$ cat src/rtl/simd_decode_stage_if.sv
// Instruction-push and decoded-result bus of the SIMD decode stage.
// Handshake rule for both channels: a transfer happens on the rising clock
// edge where valid && ready are both 1; the sender keeps its payload stable
// while valid is high and ready is low.
interface simd_decode_stage_if #(
    parameter int ADDR_W = 9
);
    logic              in_valid;
    logic [31:0]       in_instr;
    logic              in_ready;
    logic              out_valid;
    logic              out_ready;
    logic [3:0]        out_type;
    logic [4:0]        out_rs1;
    logic [4:0]        out_rs2;
    logic [4:0]        out_rd;
    logic [5:0]        out_shamt;
    logic [11:0]       out_imm;
    logic [ADDR_W-1:0] out_addr;
    logic              out_illegal;

    // Instruction source / result sink side.
    modport master (
        output in_valid, in_instr, out_ready,
        input  in_ready, out_valid, out_type, out_rs1, out_rs2, out_rd,
               out_shamt, out_imm, out_addr, out_illegal
    );

    // Decode stage side.
    modport slave (
        input  in_valid, in_instr, out_ready,
        output in_ready, out_valid, out_type, out_rs1, out_rs2, out_rd,
               out_shamt, out_imm, out_addr, out_illegal
    );
endinterface

$ cat src/rtl/simd_decode_stage.sv
// SIMD decode stage: instruction FIFO feeding a registered decoder with a
// RUN/HALT control FSM. A RET reaching the output register halts popping
// until resume; flush empties everything synchronously.
module simd_decode_stage #(
    parameter int DEPTH  = 4,
    parameter int ADDR_W = 9
) (
    input  logic                       clk,
    input  logic                       rst_n,
    simd_decode_stage_if.slave         bus,
    input  logic                       flush,
    input  logic                       resume,
    output logic                       halted,
    output logic [$clog2(DEPTH):0]     level,
    output logic                       state_dbg
);
    localparam int PTR_W = $clog2(DEPTH);
    localparam int LVL_W = PTR_W + 1;

    localparam logic [3:0] T_NOP  = 4'b0000;
    localparam logic [3:0] T_SUB  = 4'b0001;
    localparam logic [3:0] T_MUL  = 4'b0010;
    localparam logic [3:0] T_ADD  = 4'b0011;
    localparam logic [3:0] T_FADD = 4'b0100;
    localparam logic [3:0] T_FSUB = 4'b0101;
    localparam logic [3:0] T_LOAD = 4'b0110;
    localparam logic [3:0] T_RET  = 4'b0111;
    localparam logic [3:0] T_ADDI = 4'b1000;

    typedef enum logic {RUN = 1'b0, HALT = 1'b1} state_t;

    state_t             state_q;
    state_t             state_d;
    logic [31:0]        mem [DEPTH];
    logic [PTR_W-1:0]   wr_ptr;
    logic [PTR_W-1:0]   rd_ptr;
    logic [31:0]        head;
    logic               push;
    logic               load;
    logic [3:0]         dec_type;
    logic [11:0]        dec_imm;
    logic               dec_illegal;

    assign head        = mem[rd_ptr];
    assign bus.in_ready = (level < LVL_W'(DEPTH)) && !flush;
    assign push        = bus.in_valid && bus.in_ready;
    // Loading the output register is the only way the FIFO head is popped.
    assign load        = (level != '0) && (state_q == RUN)
                         && (!bus.out_valid || bus.out_ready) && !flush;
    assign halted      = (state_q == HALT);
    assign state_dbg   = state_q;

    // Storage array: written on push only, contents are don't-care when empty.
    always_ff @(posedge clk) begin
        if (push) begin
            mem[wr_ptr] <= bus.in_instr;
        end
    end

    // FIFO pointers and occupancy; pointers wrap naturally at power-of-two DEPTH.
    always_ff @(posedge clk or negedge rst_n) begin
        if (!rst_n) begin
            wr_ptr <= '0;
            rd_ptr <= '0;
            level  <= '0;
        end else if (flush) begin
            wr_ptr <= '0;
            rd_ptr <= '0;
            level  <= '0;
        end else begin
            if (push) wr_ptr <= wr_ptr + 1'b1;
            if (load) rd_ptr <= rd_ptr + 1'b1;
            case ({push, load})
                2'b10:   level <= level + LVL_W'(1);
                2'b01:   level <= level - LVL_W'(1);
                default: level <= level;
            endcase
        end
    end

    // Opcode classification of the FIFO head word.
    always_comb begin
        dec_type    = T_NOP;
        dec_imm     = '0;
        dec_illegal = 1'b0;
        if (head[31:22] == 10'b1001000100) begin
            dec_type = T_ADDI;
            dec_imm  = head[21:10];
        end else begin
            case (head[31:21])
                11'b00000000000: dec_type = T_NOP;
                11'b11001011000: dec_type = T_SUB;
                11'b10011011000: dec_type = T_MUL;
                11'b10001011000: dec_type = T_ADD;
                11'b10101010101: dec_type = T_LOAD;
                11'b11111111111: dec_type = T_RET;
                11'b00011110011: begin
                    if (head[15:10] == 6'b001010) begin
                        dec_type = T_FADD;
                    end else if (head[15:10] == 6'b001110) begin
                        dec_type = T_FSUB;
                    end else begin
                        dec_illegal = 1'b1;
                    end
                end
                default: dec_illegal = 1'b1;
            endcase
        end
    end

    // Output register: loads on pop, holds while stalled, empties when drained.
    always_ff @(posedge clk or negedge rst_n) begin
        if (!rst_n) begin
            bus.out_valid   <= 1'b0;
            bus.out_type    <= '0;
            bus.out_rs1     <= '0;
            bus.out_rs2     <= '0;
            bus.out_rd      <= '0;
            bus.out_shamt   <= '0;
            bus.out_imm     <= '0;
            bus.out_addr    <= '0;
            bus.out_illegal <= 1'b0;
        end else if (flush) begin
            bus.out_valid <= 1'b0;
        end else if (load) begin
            bus.out_valid   <= 1'b1;
            bus.out_type    <= dec_type;
            bus.out_rs1     <= head[9:5];
            bus.out_rs2     <= head[20:16];
            bus.out_rd      <= head[4:0];
            bus.out_shamt   <= head[15:10];
            bus.out_imm     <= dec_imm;
            bus.out_addr    <= head[12 +: ADDR_W];
            bus.out_illegal <= dec_illegal;
        end else if (bus.out_ready) begin
            bus.out_valid <= 1'b0;
        end
    end

    // FSM state register.
    always_ff @(posedge clk or negedge rst_n) begin
        if (!rst_n) begin
            state_q <= RUN;
        end else begin
            state_q <= state_d;
        end
    end

    // FSM next state: halt when a RET enters the output register, run on resume.
    always_comb begin
        state_d = state_q;
        if (flush) begin
            state_d = RUN;
        end else begin
            case (state_q)
                RUN:     if (load && dec_type == T_RET) state_d = HALT;
                HALT:    if (resume) state_d = RUN;
                default: state_d = RUN;
            endcase
        end
    end
endmodule

$ cat src/flat_wrapper.sv
// flat-port wrapper written by rule: the top's interface ports become plain ports
module simd_decode_stage_flat 
#(
    parameter int DEPTH  = 4,
    parameter int ADDR_W = 9
)
  (clk, rst_n, flush, resume, halted, level, state_dbg, bus_in_valid, bus_in_instr, bus_out_ready, bus_in_ready, bus_out_valid, bus_out_type, bus_out_rs1, bus_out_rs2, bus_out_rd, bus_out_shamt, bus_out_imm, bus_out_addr, bus_out_illegal);
  simd_decode_stage_if #(.ADDR_W(ADDR_W)) bus_i ();
  input  logic clk;
  input  logic rst_n;
  input  logic flush;
  input  logic resume;
  output logic halted;
  output logic [$clog2(DEPTH):0] level;
  output logic state_dbg;
  input wire logic [$bits(bus_i.in_valid)-1:0] bus_in_valid;
  input wire logic [$bits(bus_i.in_instr)-1:0] bus_in_instr;
  input wire logic [$bits(bus_i.out_ready)-1:0] bus_out_ready;
  output wire logic [$bits(bus_i.in_ready)-1:0] bus_in_ready;
  output wire logic [$bits(bus_i.out_valid)-1:0] bus_out_valid;
  output wire logic [$bits(bus_i.out_type)-1:0] bus_out_type;
  output wire logic [$bits(bus_i.out_rs1)-1:0] bus_out_rs1;
  output wire logic [$bits(bus_i.out_rs2)-1:0] bus_out_rs2;
  output wire logic [$bits(bus_i.out_rd)-1:0] bus_out_rd;
  output wire logic [$bits(bus_i.out_shamt)-1:0] bus_out_shamt;
  output wire logic [$bits(bus_i.out_imm)-1:0] bus_out_imm;
  output wire logic [$bits(bus_i.out_addr)-1:0] bus_out_addr;
  output wire logic [$bits(bus_i.out_illegal)-1:0] bus_out_illegal;
  assign bus_i.in_valid = bus_in_valid;
  assign bus_i.in_instr = bus_in_instr;
  assign bus_i.out_ready = bus_out_ready;
  assign bus_in_ready = bus_i.in_ready;
  assign bus_out_valid = bus_i.out_valid;
  assign bus_out_type = bus_i.out_type;
  assign bus_out_rs1 = bus_i.out_rs1;
  assign bus_out_rs2 = bus_i.out_rs2;
  assign bus_out_rd = bus_i.out_rd;
  assign bus_out_shamt = bus_i.out_shamt;
  assign bus_out_imm = bus_i.out_imm;
  assign bus_out_addr = bus_i.out_addr;
  assign bus_out_illegal = bus_i.out_illegal;
  simd_decode_stage #(.DEPTH(DEPTH), .ADDR_W(ADDR_W)) u_core (.clk(clk), .rst_n(rst_n), .bus(bus_i), .flush(flush), .resume(resume), .halted(halted), .level(level), .state_dbg(state_dbg));
endmodule
$ cat config.mk
export PLATFORM = sky130hd
export DESIGN_NAME = simd_decode_stage_flat
export DESIGN_NICKNAME = d
export VERILOG_FILES = /design/src/rtl/simd_decode_stage_if.sv /design/src/rtl/simd_decode_stage.sv /design/src/flat_wrapper.sv
export SDC_FILE = /design/constraint.sdc
export NUM_CORES = 1
export LEC_CHECK = 0
export CELL_PAD_IN_SITES_DETAIL_PLACEMENT = 0
export CELL_PAD_IN_SITES_GLOBAL_PLACEMENT = 2
export CORE_UTILIZATION = 40
export DETAILED_ROUTE_END_ITERATION = 7
export PLACE_DENSITY_LB_ADDON = 0.1
export SLEW_MARGIN = 20
export SYNTH_ARGS = -nofsm -noshare
export SYNTH_HDL_FRONTEND = slang
export SYNTH_SLANG_ARGS = --single-unit
$ cat constraint.sdc
create_clock -name clk -period 5.1 [get_ports clk]
set_input_delay 1.275 -clock clk [delete_from_list [all_inputs] [get_ports clk]]
set_output_delay 1.275 -clock clk [all_outputs]
set_load 0.005 [all_outputs]
# Word level (Yosys, flattened, before mapping)
# Memories as Yosys holds them, arrays and structs flattened.
# Index checks and enable logic that the tools add are counted.
[word_totals]
reg_bits = 56
ram_bits = 128
inputBits = 38
out_inout_bits = 54
wordCells = 74
mem_count = 1
[classes]
addsub = 4
magnitude_cmp = 1
n_eq_ne = 12
mux = 24
n_bitwise = 2
n_reduce_logical = 17
[mem_list]
columns = ["memory", "depth", "word_bits", "rd", "rd_ports_with_merged_regs", "wr", "line", "source"]
rows = [
  ["u_core.mem", 4, 32, 1, 0, 1, "simd_decode_stage.sv:34", "logic [31:0] mem [DEPTH];"],
]
[op_table]
columns = ["cell", "n"]
rows = [
  ["== test 11 bit (second input constant)", 5],
  ["case mux 4 bit (6 select lines)", 1],
  ["== test 6 x 4 -> 1 bit (second input constant)", 2],
  ["two-way mux 12 bit", 1],
  ["== test 11 x 8 -> 1 bit (second input constant)", 1],
  ["zero test 11 bit", 1],
  ["two-way mux 1 bit", 11],
  ["== test 10 bit (second input constant)", 1],
  ["nonzero test 3 bit", 3],
  ["two-way mux 2 bit", 4],
  ["two-way mux 4 bit", 2],
  ["logical AND 1 bit", 6],
  ["two-way mux 3 bit", 2],
  ["case mux 3 bit (2 select lines)", 1],
  ["OR reduction 6 bit", 1],
  ["adder 2 x 1 -> 2 bit (second input constant)", 2],
  ["== test 4 x 3 -> 1 bit (second input constant)", 1],
  ["case mux 1 bit (2 select lines)", 2],
  ["nonzero test 2 bit", 2],
  ["adder 3 x 1 -> 3 bit (second input constant)", 1],
  ["less-than comparator 3 bit (second input constant)", 1],
  ["subtractor 3 x 1 -> 3 bit (second input constant)", 1],
  ["== test 2 x 1 -> 1 bit (second input constant)", 1],
  ["== test 2 bit (second input constant)", 1],
  ["4 further kinds", 6],
]

# Depth between registers and ports, before layout
# An unclocked memory read counts as a cell.
[logic_depth]
ltp_word = 11
depth_mapped = 11

# Least setup slack after synthesis
# OpenSTA, ideal clock, no wires.
[synth_timing]
path_kind = "input to register"
start = "input bus_out_ready"
end = "register u_core.level[2]"
setup_ns = 0.072
arrival_time_ns = 3.070
required_ns = 5.028
slack_ns = 1.958
cell_stages = 10
n_path_buf = 2
path_cell_list = "nand2b_1 nand2_1 or2_2 clkbuf_1 clkbuf_1 nor2_1 fa_1 nor4_1 a221oi_1 nor2_1"
[synth_via]
elab_chain_cells = 6
word_cells_on_any_way = 8
cone_classes = "eq/ne (2); mux (2); reduce/logical (4)"
[synth_rtl]
columns = ["item", "line", "source"]
rows = [
  ["from (decl)", "flat_wrapper.sv:18", "input wire logic [$bits(bus_i.out_ready)-1:0] bus_out_ready;"],
  ["logical OR 1 bit *", "simd_decode_stage.sv:49", "&& (!bus.out_valid || bus.out_ready) && !flush;"],
  ["logical AND 1 bit * (2 in series)", "simd_decode_stage.sv:49", ""],
  ["== test 2 x 1 -> 1 bit / == test 2 bit (equally long branches)", "simd_decode_stage.sv:73", "case ({push, load})"],
  ["case mux 3 bit (2 select lines)", "simd_decode_stage.sv:73", ""],
  ["two-way mux 3 bit", "simd_decode_stage.sv:66", "end else if (flush) begin"],
  ["to (signal assigned)", "simd_decode_stage.sv:74", "2'b10: level <= level + LVL_W'(1);"],
  ["to (signal assigned)", "simd_decode_stage.sv:75", "2'b01: level <= level - LVL_W'(1);"],
  ["to (signal assigned)", "simd_decode_stage.sv:76", "default: level <= level;"],
  ["to (decl)", "simd_decode_stage.sv:14", "output logic [$clog2(DEPTH):0] level,"],
]
# Every way passes the cells marked *; elsewhere a longest branch is shown, timed or not.
# A chain may end at the register's enable or synchronous reset.

# Final worst setup path
[layout_timing]
start = "input flush"
end = "output bus_in_ready"
[layout_via]
elab_chain_cells = 2
[layout_rtl]
columns = ["item", "line", "source"]
rows = [
  ["from (decl)", "flat_wrapper.sv:11", "input logic flush;"],
  ["zero test 1 bit", "simd_decode_stage.sv:45", "assign bus.in_ready = (level < LVL_W'(DEPTH)) && !flush;"],
  ["logical AND 1 bit", "simd_decode_stage.sv:45", ""],
  ["to (decl)", "flat_wrapper.sv:19", "output wire logic [$bits(bus_i.in_ready)-1:0] bus_in_ready;"],
]
# No other way between the ends.

==> summary.md <==
| Metric | Value |
|---|---|
| Post-synth ARST share | 0.269 |
| Arr. time, crit path | roughly 2.6 ns |
| Initial antenna violation count | 0 |
| Die Area | between 0.015 and 0.02 sq mm |
| Num CTS Buffers | 17 |
| Top FF cell, synth | edfxtp_1 |
| Slew @ Worst Pin | just under 1 ns |
| Worst-path clk slew | 0.06 ns |
| R2R Setup Slk | 2.24 ns |
| CTS tree | done |
| Ant. Diodes | 0 |
| Leading area contributor after synthesis | edfxtp_1 |
| Vias in the first global route | slightly below 4000 |
| R2R Path End | u_core.halted |
| DR pass1 iterations | 4 |
| First-pass GRT wire length | between 20000 and 25000 um |
| Syn Area/Cell | approximately 17 sq um |
| Layout cells sized above 1 | 0.150 |
| CP required | around 3.8 ns |
| Worst setup SP type | input port |
| CP Max Fanout | 13 |
| Cell Area, Synth | a little under 0.007 sq mm |
| Core Region | roughly 0.017 sq mm |
| Die width | 133 um |
| Seq pwr share | 0.439 |
| Outcome | finished, final reports clean |
| Register area share after synthesis | 0.735 |
| Worst hold start | u_core.bus.out_rd[4] |
| FF-to-FF path depth | 7 |
| Post-Place Cells | 687 |
| Cells after Synth | roughly 400 |
| Drt wl/cell | 18.5 um |
| Row Count | 47 |
| Layout area overhead | 24.7% |
| Endpoints failing setup | 0 |
| # Post-CTS Setup Buffers | 0 |
| Critical path capture point type | primary output |
| GRT Util Overall | 0.168 |
| Clock share of power | 0.317 |
| CP startpoint | flush |
| Synth warn | 0 |
| Die Y | approximately 130 um |
| Setup tns final | 0 ns |
| Worst skew pair latency | roughly 0.42 ns |
| Final Hold Fails | 0 |
| Fmax | between 200 and 300 MHz |
| Synth top area cells | edfxtp_1, dfrtp_1, mux4_2 |
| Slew Limit Fails | 0 |
| Final Cycle Share | 0.765 |
| Final GP Congestion | between 0.7 and 0.8 |
| DRC | 0 |
| Synth top cells by count | edfxtp_1, nand2_1, dfrtp_1 |
| Synth unique cells | 43 |
| Filler cells | 1405 |
| Grt ovf | 0 |
| Largest net degree at the start of global routing | 43 |
| CTS max path bufs | 2 |
| Post-synth EDFFs | 128 |
| Max_cap viols | 0 |
| Synthesized net count | roughly 440 |
| Post-synth top area share | 0.563 |
| Clock sinks | approximately 180 |
| Worst flop-to-flop path startpoint | u_core.rd_ptr[0] |
| VDD IR-drop max | approximately 0.28 mV |
| Clock root buffer | clkbuf_16 |
| Net Sw Frac | 0.269 |
| Post-cts resize count | 0 |
| P per Cell Area | between 400 and 500 mW/mm^2 |
| Initial drt markers | between 100 and 150 |
| Vias | between 3000 and 4000 |
| Logic gate share of total power | 0.244 |
| Net Switching | around 1100 uW |
| CTS hold repair buffers | 0 |
| DP HPWL | ~8200 um |
| Crit path time final | about 4 ns |
| Critical path endpoint | bus_in_ready |
| Starting Density | 0.410 |
| Hold Path Class | reg -> reg |
| Clock Skews | a little under 0.007 ns |
| Count leader, synth | edfxtp_1 |
| Layout Cells excl Fill | 719 |
| Final nets | approximately 530 |
| Synthesized flop and latch total | roughly 180 |
| Crit Path Class | in -> out |
| IO buf count | 91 |
| Relative slew slack | 0.359 |
| Total Routed Length | roughly 13000 um |
| Post-route ant nets | 0 |
| Leak | just over 0.003 uW |
| Boundary pin count | 92 |
| Vias per Instance | between 4 and 5 |
| RSZ-0062 raised after global routing | false |
| Htree depth | 4 |
| Pint | 3080 uW |
==> worst max-delay path, cell delays in order <==
cell and delay (ns):
clkdlybuf4s50_1 0.65, nor2_1 0.19, clkdlybuf4s50_1 0.51
==> stage by stage <==
stage	power (uW)	util	instance area [sq um]	hold WS (ns)	worst slack, ns
global route	4450	0.512	8520	0.499	1.09
global placement	2920	0.474	7890	0.461	1.20
floorplan	2480	-	6830	0.470	1.96
CTS	4270	0.512	8520	0.478	1.18
finish	4220	0.512	8520	0.476	1.20
detailed placement	2940	0.474	7890	0.463	1.18
==> how the worst min path moves through the flow <==
stage	to	slack, ns	depth (start not counted)
final	u_core.bus.out_rd[4]	0.48	2
after global routing	u_core.bus.out_rs1[0]	0.50	2
after CTS	u_core.bus.out_rd[4]	0.48	2
after detailed placement	u_core.bus.out_rd[4]	0.46	2
after global placement	u_core.bus.out_rd[4]	0.46	2
after floorplan	u_core.bus.out_rd[0]	0.47	2
==> per-layer routing <==
metal,track usage,part of all wire,vias up
met5,0,0,-
li1,-,-,1667
met3,0.0383,0.040,14
met2,0.266,0.48,104
met1,0.224,0.46,1796
met4,0.0696,0.017,0
==> kinds of logic (layout without fill, tap and decap cells) <==
| logic type | count (synthesis) | in the layout | synth area share |
|---|---|---|---|
| buf+inv | 30 | 131 | 0.0255 |
| mux | 33 | 33 | 0.110 |
| flops | 175 | 175 | 0.735 |
| simple gates | 123 | 123 | 0.0839 |
| fa+ha+maj | 5 | 5 | 0.0103 |
| compound gates | 27 | 27 | 0.0291 |
| xor+xnor | 5 | 5 | 0.00641 |
==> layout by cell type (no fill, tap or decap), types with 4 or more instances in the layout <==
| cell type | n |
|---|---|
| and2_2 | 4 |
| mux4_2 | 27 |
| a22o_1 | 8 |
| xor2_1 | 4 |
| nand3_1 | 4 |
| buf_4 | 5 |
| clkbuf_16 | 19 |
| clkdlybuf4s50_1 | 90 |
| nand2_1 | 76 |
| nor2_1 | 14 |
| o21ai_0 | 7 |
| ha_1 | 4 |
| edfxtp_1 | 128 |
| mux4_1 | 5 |
| dfrtp_1 | 46 |
==> layout make-up <==
type / count / area, sq um / share of cell area
inverter: 3 / 11.3 / 0.00132
clock buffer: 24 / 524 / 0.0616
clock inverter: 8 / 97.6 / 0.0115
tap: 220 / 275 / 0.0323
sequential: 175 / 5020 / 0.590
multi-input combinational: 193 / 1640 / 0.193
timing repair buffer: 96 / 943 / 0.111
==> power groups by stage <==
stage          clock network, uW  registers, uW  logic (uW)
2_1_floorplan                  0           1840         641
3_3_place_gp                   0           1880        1040
3_5_place_dp                   0           1880        1050
4_1_cts                     1360           1860        1050
5_1_grt                     1430           1870        1150
6_report                    1340           1850        1030
==> state kept, by name (all words and copies together), names as in the netlist <==
name                    flops
u_core.wr_ptr               2
u_core.level                3
u_core.bus.out_valid        1
u_core.bus.out_type         4
u_core.bus.out_shamt        2
u_core.mem                128
u_core.bus.out_illegal      1
u_core.bus.out_imm         12
u_core.bus.out_addr         9
u_core.bus.out_rd           5
u_core.halted               1
u_core.rd_ptr               2
u_core.bus.out_rs1          5
Power figures use the tool's default switching activity.
